===== src/rtl/f_accum.sv =====
// f_accum: streaming FP32 accumulator with ADD_LAT interleaved partial sums and a serial final reduction.
// Optional build macro F_ACCUM_RELU_EN clamps negative-signed results to +0.0 when out0 is loaded.
module f_accum #(
    parameter int DATA_W  = 32,
    parameter int ADD_LAT = 4,
    parameter int LEN_W   = 16
) (
    input  logic              clk,
    input  logic              rst,
    input  logic              running,
    input  logic              run,
    input  logic [DATA_W-1:0] in0,
    input  logic [LEN_W-1:0]  len,
    input  logic [7:0]        delay0,
    output logic [DATA_W-1:0] out0,
    output logic              done,
    output logic [2:0]        dbg_state
);

    // Protocol: a one-cycle run pulse (re)starts a job from any state; done stays high with
    // out0 valid until the next run, running low, or rst. There is no backpressure on in0.
    typedef enum logic [2:0] {
        IDLE   = 3'd0,
        DELAY  = 3'd1,
        ACCUM  = 3'd2,
        DRAIN  = 3'd3,
        REDUCE = 3'd4,
        DONE   = 3'd5
    } state_t;

    state_t            state;
    logic [7:0]        cnt;
    logic [3:0]        k;
    logic [LEN_W-1:0]  idx;
    logic [LEN_W-1:0]  len_q;
    logic [2:0]        slot;
    logic [DATA_W-1:0] out_q;
    logic              done_q;

    logic [DATA_W-1:0] p [8];
    logic [DATA_W-1:0] pipe_sum  [ADD_LAT];
    logic              pipe_vld  [ADD_LAT];
    logic [2:0]        pipe_slot [ADD_LAT];

    logic [DATA_W-1:0] add_a, add_b, s_out;
    logic              v_out, acc_issue;
    logic [2:0]        slot_out;

    // IEEE-754 binary32 addition, round-to-nearest-even, subnormals supported.
    function automatic logic [31:0] fp_add(input logic [31:0] a, input logic [31:0] b);
        logic [31:0] x, y, res;
        logic [7:0]  ex, ey, d;
        logic [23:0] mx, my;
        logic [26:0] sml, lost;
        logic [27:0] sum;
        logic [9:0]  e, sh;
        logic [4:0]  lz;
        logic [24:0] rm;
        logic        a_nan, b_nan, a_inf, b_inf, rup;
        a_nan = (a[30:23] == 8'hFF) && (a[22:0] != 23'd0);
        b_nan = (b[30:23] == 8'hFF) && (b[22:0] != 23'd0);
        a_inf = (a[30:23] == 8'hFF) && (a[22:0] == 23'd0);
        b_inf = (b[30:23] == 8'hFF) && (b[22:0] == 23'd0);
        if (a[30:0] >= b[30:0]) begin
            x = a;
            y = b;
        end else begin
            x = b;
            y = a;
        end
        ex   = (x[30:23] == 8'd0) ? 8'd1 : x[30:23];
        ey   = (y[30:23] == 8'd0) ? 8'd1 : y[30:23];
        mx   = {x[30:23] != 8'd0, x[22:0]};
        my   = {y[30:23] != 8'd0, y[22:0]};
        d    = ex - ey;
        lost = (27'd1 << d) - 27'd1;
        if (d >= 8'd27)
            sml = {26'd0, my != 24'd0};
        else
            sml = ({my, 3'b000} >> d) | {26'd0, ({my, 3'b000} & lost) != 27'd0};
        e = {2'b00, ex};
        if (x[31] == y[31]) begin
            sum = {1'b0, mx, 3'b000} + {1'b0, sml};
            if (sum[27]) begin
                sum = {1'b0, sum[27:2], sum[1] | sum[0]};
                e   = e + 10'd1;
            end
        end else begin
            sum = {1'b0, mx, 3'b000} - {1'b0, sml};
            lz  = 5'd27;
            for (int i = 0; i < 27; i++)
                if (sum[i]) lz = 5'(26 - i);
            // Normalise left, but never below the subnormal exponent.
            sh  = ({5'd0, lz} > e - 10'd1) ? e - 10'd1 : {5'd0, lz};
            sum = sum << sh;
            e   = e - sh;
        end
        rup = sum[2] & (sum[1] | sum[0] | sum[3]);
        rm  = {1'b0, sum[26:3]} + {24'd0, rup};
        if (rm[24]) begin
            rm = {1'b0, rm[24:1]};
            e  = e + 10'd1;
        end
        if (e >= 10'd255)
            res = {x[31], 8'hFF, 23'd0};
        else if (rm == 25'd0)
            res = {x[31] & y[31], 31'd0};
        else
            res = {x[31], rm[23] ? e[7:0] : 8'd0, rm[22:0]};
        if (a_nan)
            res = a | 32'h0040_0000;
        else if (b_nan)
            res = b | 32'h0040_0000;
        else if (a_inf && b_inf)
            res = (a[31] != b[31]) ? 32'h7FC0_0000 : a;
        else if (a_inf)
            res = a;
        else if (b_inf)
            res = b;
        return res;
    endfunction

    function automatic logic [31:0] relu(input logic [31:0] v);
`ifdef F_ACCUM_RELU_EN
        return v[31] ? 32'd0 : v;
`else
        return v;
`endif
    endfunction

    assign s_out     = pipe_sum[ADD_LAT-1];
    assign v_out     = pipe_vld[ADD_LAT-1];
    assign slot_out  = pipe_slot[ADD_LAT-1];
    assign acc_issue = running && !run && (state == ACCUM) && (len_q != '0);

    // In ACCUM the adder output is exactly the partial of the slot being issued, so it is
    // fed straight back; the first lap of each slot sees no valid result and adds to +0.0.
    always_comb begin
        add_a = '0;
        add_b = '0;
        if (state == ACCUM) begin
            add_a = in0;
            add_b = v_out ? s_out : '0;
        end else if (state == REDUCE) begin
            add_a = (k == 4'd1) ? p[0] : s_out;
            add_b = p[k[2:0]];
        end
    end

    always_ff @(posedge clk or posedge rst) begin
        if (rst) begin
            for (int i = 0; i < ADD_LAT; i++) begin
                pipe_sum[i]  <= '0;
                pipe_vld[i]  <= 1'b0;
                pipe_slot[i] <= '0;
            end
        end else begin
            pipe_sum[0]  <= fp_add(add_a, add_b);
            pipe_vld[0]  <= acc_issue;
            pipe_slot[0] <= slot;
            for (int i = 1; i < ADD_LAT; i++) begin
                pipe_sum[i]  <= pipe_sum[i-1];
                pipe_vld[i]  <= pipe_vld[i-1];
                pipe_slot[i] <= pipe_slot[i-1];
            end
            if (!running || run)
                for (int i = 1; i < ADD_LAT; i++) pipe_vld[i] <= 1'b0;
        end
    end

    // Latest returned sum per slot; after DRAIN these are the final partials.
    always_ff @(posedge clk or posedge rst) begin
        if (rst) begin
            for (int i = 0; i < 8; i++) p[i] <= '0;
        end else if (!running || run) begin
            for (int i = 0; i < 8; i++) p[i] <= '0;
        end else if (v_out) begin
            p[slot_out] <= s_out;
        end
    end

    always_ff @(posedge clk or posedge rst) begin
        if (rst) begin
            state  <= IDLE;
            cnt    <= '0;
            k      <= '0;
            idx    <= '0;
            len_q  <= '0;
            slot   <= '0;
            out_q  <= '0;
            done_q <= 1'b0;
        end else if (!running) begin
            state  <= IDLE;
            out_q  <= '0;
            done_q <= 1'b0;
        end else if (run) begin
            state  <= (delay0 == 8'd0) ? ACCUM : DELAY;
            cnt    <= delay0;
            k      <= 4'd1;
            idx    <= '0;
            len_q  <= len;
            slot   <= '0;
            out_q  <= '0;
            done_q <= 1'b0;
        end else begin
            case (state)
                DELAY: begin
                    if (cnt == 8'd1) state <= ACCUM;
                    else cnt <= cnt - 8'd1;
                end
                ACCUM: begin
                    if (len_q == '0) begin
                        state  <= DONE;
                        out_q  <= '0;
                        done_q <= 1'b1;
                    end else begin
                        idx  <= idx + LEN_W'(1);
                        slot <= (slot == 3'(ADD_LAT - 1)) ? 3'd0 : slot + 3'd1;
                        if (idx == len_q - LEN_W'(1)) begin
                            state <= DRAIN;
                            cnt   <= '0;
                        end
                    end
                end
                DRAIN: begin
                    if (cnt == 8'(ADD_LAT - 1)) begin
                        state <= REDUCE;
                        cnt   <= '0;
                        k     <= 4'd1;
                    end else begin
                        cnt <= cnt + 8'd1;
                    end
                end
                REDUCE: begin
                    // One chained addition every ADD_LAT cycles; k is the next partial to fold in.
                    if (cnt == 8'd0 && k == 4'(ADD_LAT)) begin
                        state  <= DONE;
                        out_q  <= relu(s_out);
                        done_q <= 1'b1;
                    end else begin
                        cnt <= (cnt == 8'(ADD_LAT - 1)) ? 8'd0 : cnt + 8'd1;
                        if (cnt == 8'd0) k <= k + 4'd1;
                    end
                end
                default: ;
            endcase
        end
    end

    assign out0      = running ? out_q : '0;
    assign done      = running & done_q;
    assign dbg_state = state;

endmodule


===== config.mk =====
export PLATFORM = sky130hd
export DESIGN_NAME = f_accum
export DESIGN_NICKNAME = d
export VERILOG_FILES = /design/src/rtl/f_accum.sv
export SDC_FILE = /design/constraint.sdc
export NUM_CORES = 2
export LEC_CHECK = 0
export ABC_AREA = 1
export BUFFER_PORTS_ARGS = -buffer_cell sky130_fd_sc_hd__buf_2
export CORE_AREA = 2 2 247 249
export DETAILED_ROUTE_END_ITERATION = 10
export DIE_AREA = 0 0 249 251
export HOLD_SLACK_MARGIN = 0.03
export MAX_ROUTING_LAYER = met4
export PLACE_DENSITY = 0.84
export SLEW_MARGIN = 15
export SYNTH_ARGS = -nofsm -noshare
export SYNTH_HDL_FRONTEND = slang
export SYNTH_SLANG_ARGS = --single-unit

===== constraint.sdc =====
create_clock -name clk -period 20.2 [get_ports clk]
set_input_delay 4.04 -clock clk [delete_from_list [all_inputs] [get_ports clk]]
set_output_delay 4.04 -clock clk [all_outputs]
set_load 0.02 [all_outputs]

==> run summary <==
The run finished with clean final reports. At the placement stage, the worst setup path has a slack of 930 ps. Setup TNS: 0 ps. Cell occurring most often along the worst timing path: nand2_1. Per-instance average area after synthesis: 7.07 sq um. The logs give 1510 ps for the smallest setup slack after layout and 9 for the iteration count of the initial detailed-routing pass. The number of nets at the end of the flow is 4882. Global routing consumed, on the met2 layer, 58.2% of the routing resources. The global routing usage summed across all routing layers came out at 38.1%.

The largest total area in the synthesized netlist belongs to dfrtp_1. The final critical-path share of the clock period came out at 92.5%. After synthesis, the cell types taking the most area are dfrtp_1, nand2_1, nand3_1.

The number of clock buffers added by TritonCTS is 49. The clock arrives with 23.9 ps of skew. Entering global routing, the biggest net connects 193 pins. At the end of routability-driven placement, the weighted congestion stood at 1.06. In this run the tightest slew margin relative to its limit is 20.3%. The logs give 0.0625 sq mm for the floorplan die area and 0 for the number of setup buffers added after CTS. The tools report the final hold violation count as 0. At the end of the flow the core is filled with cells to 60.3%. Sequential cells were found to cover 35.8% of the synthesized design area. Yosys mapped a number of flops with a built-in enable equal to 0.

The average wire length per cell after detail routing was 21.4 microns. After detailed routing, the total wire length is 119000 microns. Once the floorplan was initialized, standard cells occupied 56.4% of the core.

The sum of overflow across all layers after global routing is 0. On the critical path, the stage with the largest delay is an instance of a32oi_1. For this run, the leading register cell type out of synthesis is dfrtp_1. The arrival time reported for the critical path endpoint was 19120 ps; the share of post-route cells with drive strength above 1 was 8.12%. The clock-pin slew on the worst setup and hold paths is 60 ps, and the number of standard cells after synthesis is 4771. The detail-routed via count per cell was 6.22.

STA classifies the critical path endpoint as a flop. For met1 alone, demand over resource in global routing was 47.3%. The number of hold buffers added after CTS came out at 0. Across the run, the number of max-cap violations was 0. After global routing, the most crowded layer is met2. DRC violations left: 0. The routed design could run at a clock period as short as 18690 ps.

The number of buffers on the longest clock path came out at 3. The min-delay analysis places its worst path in the category flop to flop. In this run the worst path has a maximum fanout of 27. In this run the vertical extent of the chip is 251 microns. The Yosys step of the flow raised 0 warnings.

The startpoint-to-endpoint class of the critical path is input port to flop. Setup repair after global routing left no endpoint under its margin. The number of rows created at floorplan came out at 90.

Across all layers, the routed design uses 34.4k vias. For this run, asynchronously set or reset flops after synthesis account for 100%. The most instantiated library cell after synthesis is nand2_1. The tools report the sort of element at the start of the critical path as an input port. The total I/O pin count is 96.

The run gives 82500 microns as the final HPWL from detailed placement. Counting flops and latches in the post-synthesis netlist gives 483. The met3 usage was 6.37%. The first routing iteration left 4694 violations. The clock reaches the later pin of the worst-skew pair after 610 ps.

At the worst endpoint, the required time is 20620 ps. The run gives 0 as the final setup violation count. The commonest cells after synthesis are nand2_1, nand3_1, inv_1, dfrtp_1, o21ai_0. The share of synthesized area in the top cell type comes to 35.8%.

The number of fill cells in the layout came out at 5378. Cell at the root of the clock tree: clkbuf_16. The count of buffers from port buffering works out to 95. Clock tree synthesis found a total of 483 sinks. The synthesized netlist occupies a cell area of 0.0337 sq mm. The tools report the number of max-slew violations in the final report as 0.

The die width was 249 microns; the initial antenna violation count was 7. The area growth from synthesis to layout is 6.87%. TritonCTS built the clock tree.

Synthesis instantiated 78 different standard cells from the library. In this run the remaining antenna-violating nets after routing total 0. Derived from the worst setup path, the maximum achievable clock frequency is 0.0535 GHz. For this run, the slowest stage of the critical path takes 530 ps. The pin slew with the least headroom to its limit works out to 1190 ps. The number of global-route vias before repair was 31.6k. The region available for standard cell placement spans 0.0598 sq mm. The maximum level of the CTS H-tree is 2. The global-route wire length before repair is 181000 microns.
==> path summary, 6_finish.rpt <==
| kind | slack [ps] | from | depth (start not counted) | to |
|---|---|---|---|---|
| setup reg to reg | 1630 | k[1]$_DFFE_PP0P_ | 95 | pipe_sum[117]$_DFF_PP0_ |
| hold / removal | 340 | pipe_sum[32]$_DFF_PP0_ | 0 | s_out[0]$_DFF_PP0_ |
| min in group asynchronous | 3680 | rst | 2 | p[25]$_DFFE_PP0P_ |
| hold reg to reg | 340 | pipe_sum[32]$_DFF_PP0_ | 0 | s_out[0]$_DFF_PP0_ |
| setup / recovery | 1510 | in0[7] | 90 | pipe_sum[117]$_DFF_PP0_ |
| max in group asynchronous | 14850 | rst | 3 | k[2]$_DFFE_PP0P_ |
==> state kept, by name, indices dropped and copies added, names as in the netlist, 3 cells and up <==
register	flops
cnt	8
slot_out	3
k	4
dbg_state	3
p	256
s_out	32
idx	16
out_q	32
pipe_sum	96
len_q	16
slot	3
pipe_vld	3
pipe_slot	9
==> through the flow <==
step / cell area [sq um] / std cells / hold slack (ps)
final: 36000 / 5533 / 341
after global routing: 36000 / 5533 / 342
after CTS: 36000 / 5524 / 341
after detailed placement: 34300 / 5433 / 335
after global placement: 34300 / 5433 / 331
after floorplan: 33700 / 4772 / 331
==> final cells by class <==
type	instances	area (sq um)	area share (%)
Multi-Input combinational cell	3399	18000	49.9
Sequential cell	483	12100	33.6
Inverter	623	2350	6.53
Clock buffer	65	1380	3.82
Tap cell	782	978	2.71
Timing Repair Buffer	148	918	2.55
Clock inverter	26	325	0.903
Antenna cell	7	17.5	0.0486
==> layer usage <==
layer / routed length [microns] / up-vias / share of wire, %
met5: 0 / - / 0
met4: 8500 / 0 / 7.2
met3: 11900 / 487 / 10
met2: 53000 / 2125 / 45
met1: 45100 / 16000 / 38
li1: - / 15800 / -
==> cell families after synthesis <==
family                     after synthesis  synth area share, %
adders and majority gates              118                 4.44
DFF                                    483                 35.8
other                                    1               0.0111
buffers and inverters                  891                 11.1
and+or+nand+nor                       2124                 28.3
xor gates and xnor gates                99                 2.59
AOI/OAI and AO/OA                     1055                 17.7
==> layout by cell type, fill, tap and decap left out, drive strengths merged, types with 19 or more instances in the layout <==
| cell | count |
|---|---|
| o211ai | 69 |
| a21oi | 218 |
| nand2 | 977 |
| o22ai | 138 |
| inv | 619 |
| buf | 148 |
| xor2 | 80 |
| a32oi | 27 |
| nand4 | 83 |
| clkbuf | 65 |
| nor3 | 51 |
| nand3 | 613 |
| nor4 | 21 |
| dfrtp | 483 |
| xnor2 | 19 |
| clkinv | 22 |
| nor2 | 357 |
| ha | 115 |
| o21ai | 528 |
==> what timing repair did <==
action                                  CTS  global route
resized for setup                         0             7
endpoints found under the setup margin    0            31
endpoints found under the hold margin     0             0
==> worst max-delay path, delay by kind of cell <==
family	cells	cell delay (ps)
compound gates	9	2300
buf+inv	18	2960
xor+xnor	1	320
simple gates	56	7840
fa+ha+maj	6	1560
Power is left out: the tool's default activity adds up to more than one toggle a clock period on the data nets, which glitch-free logic cannot reach.
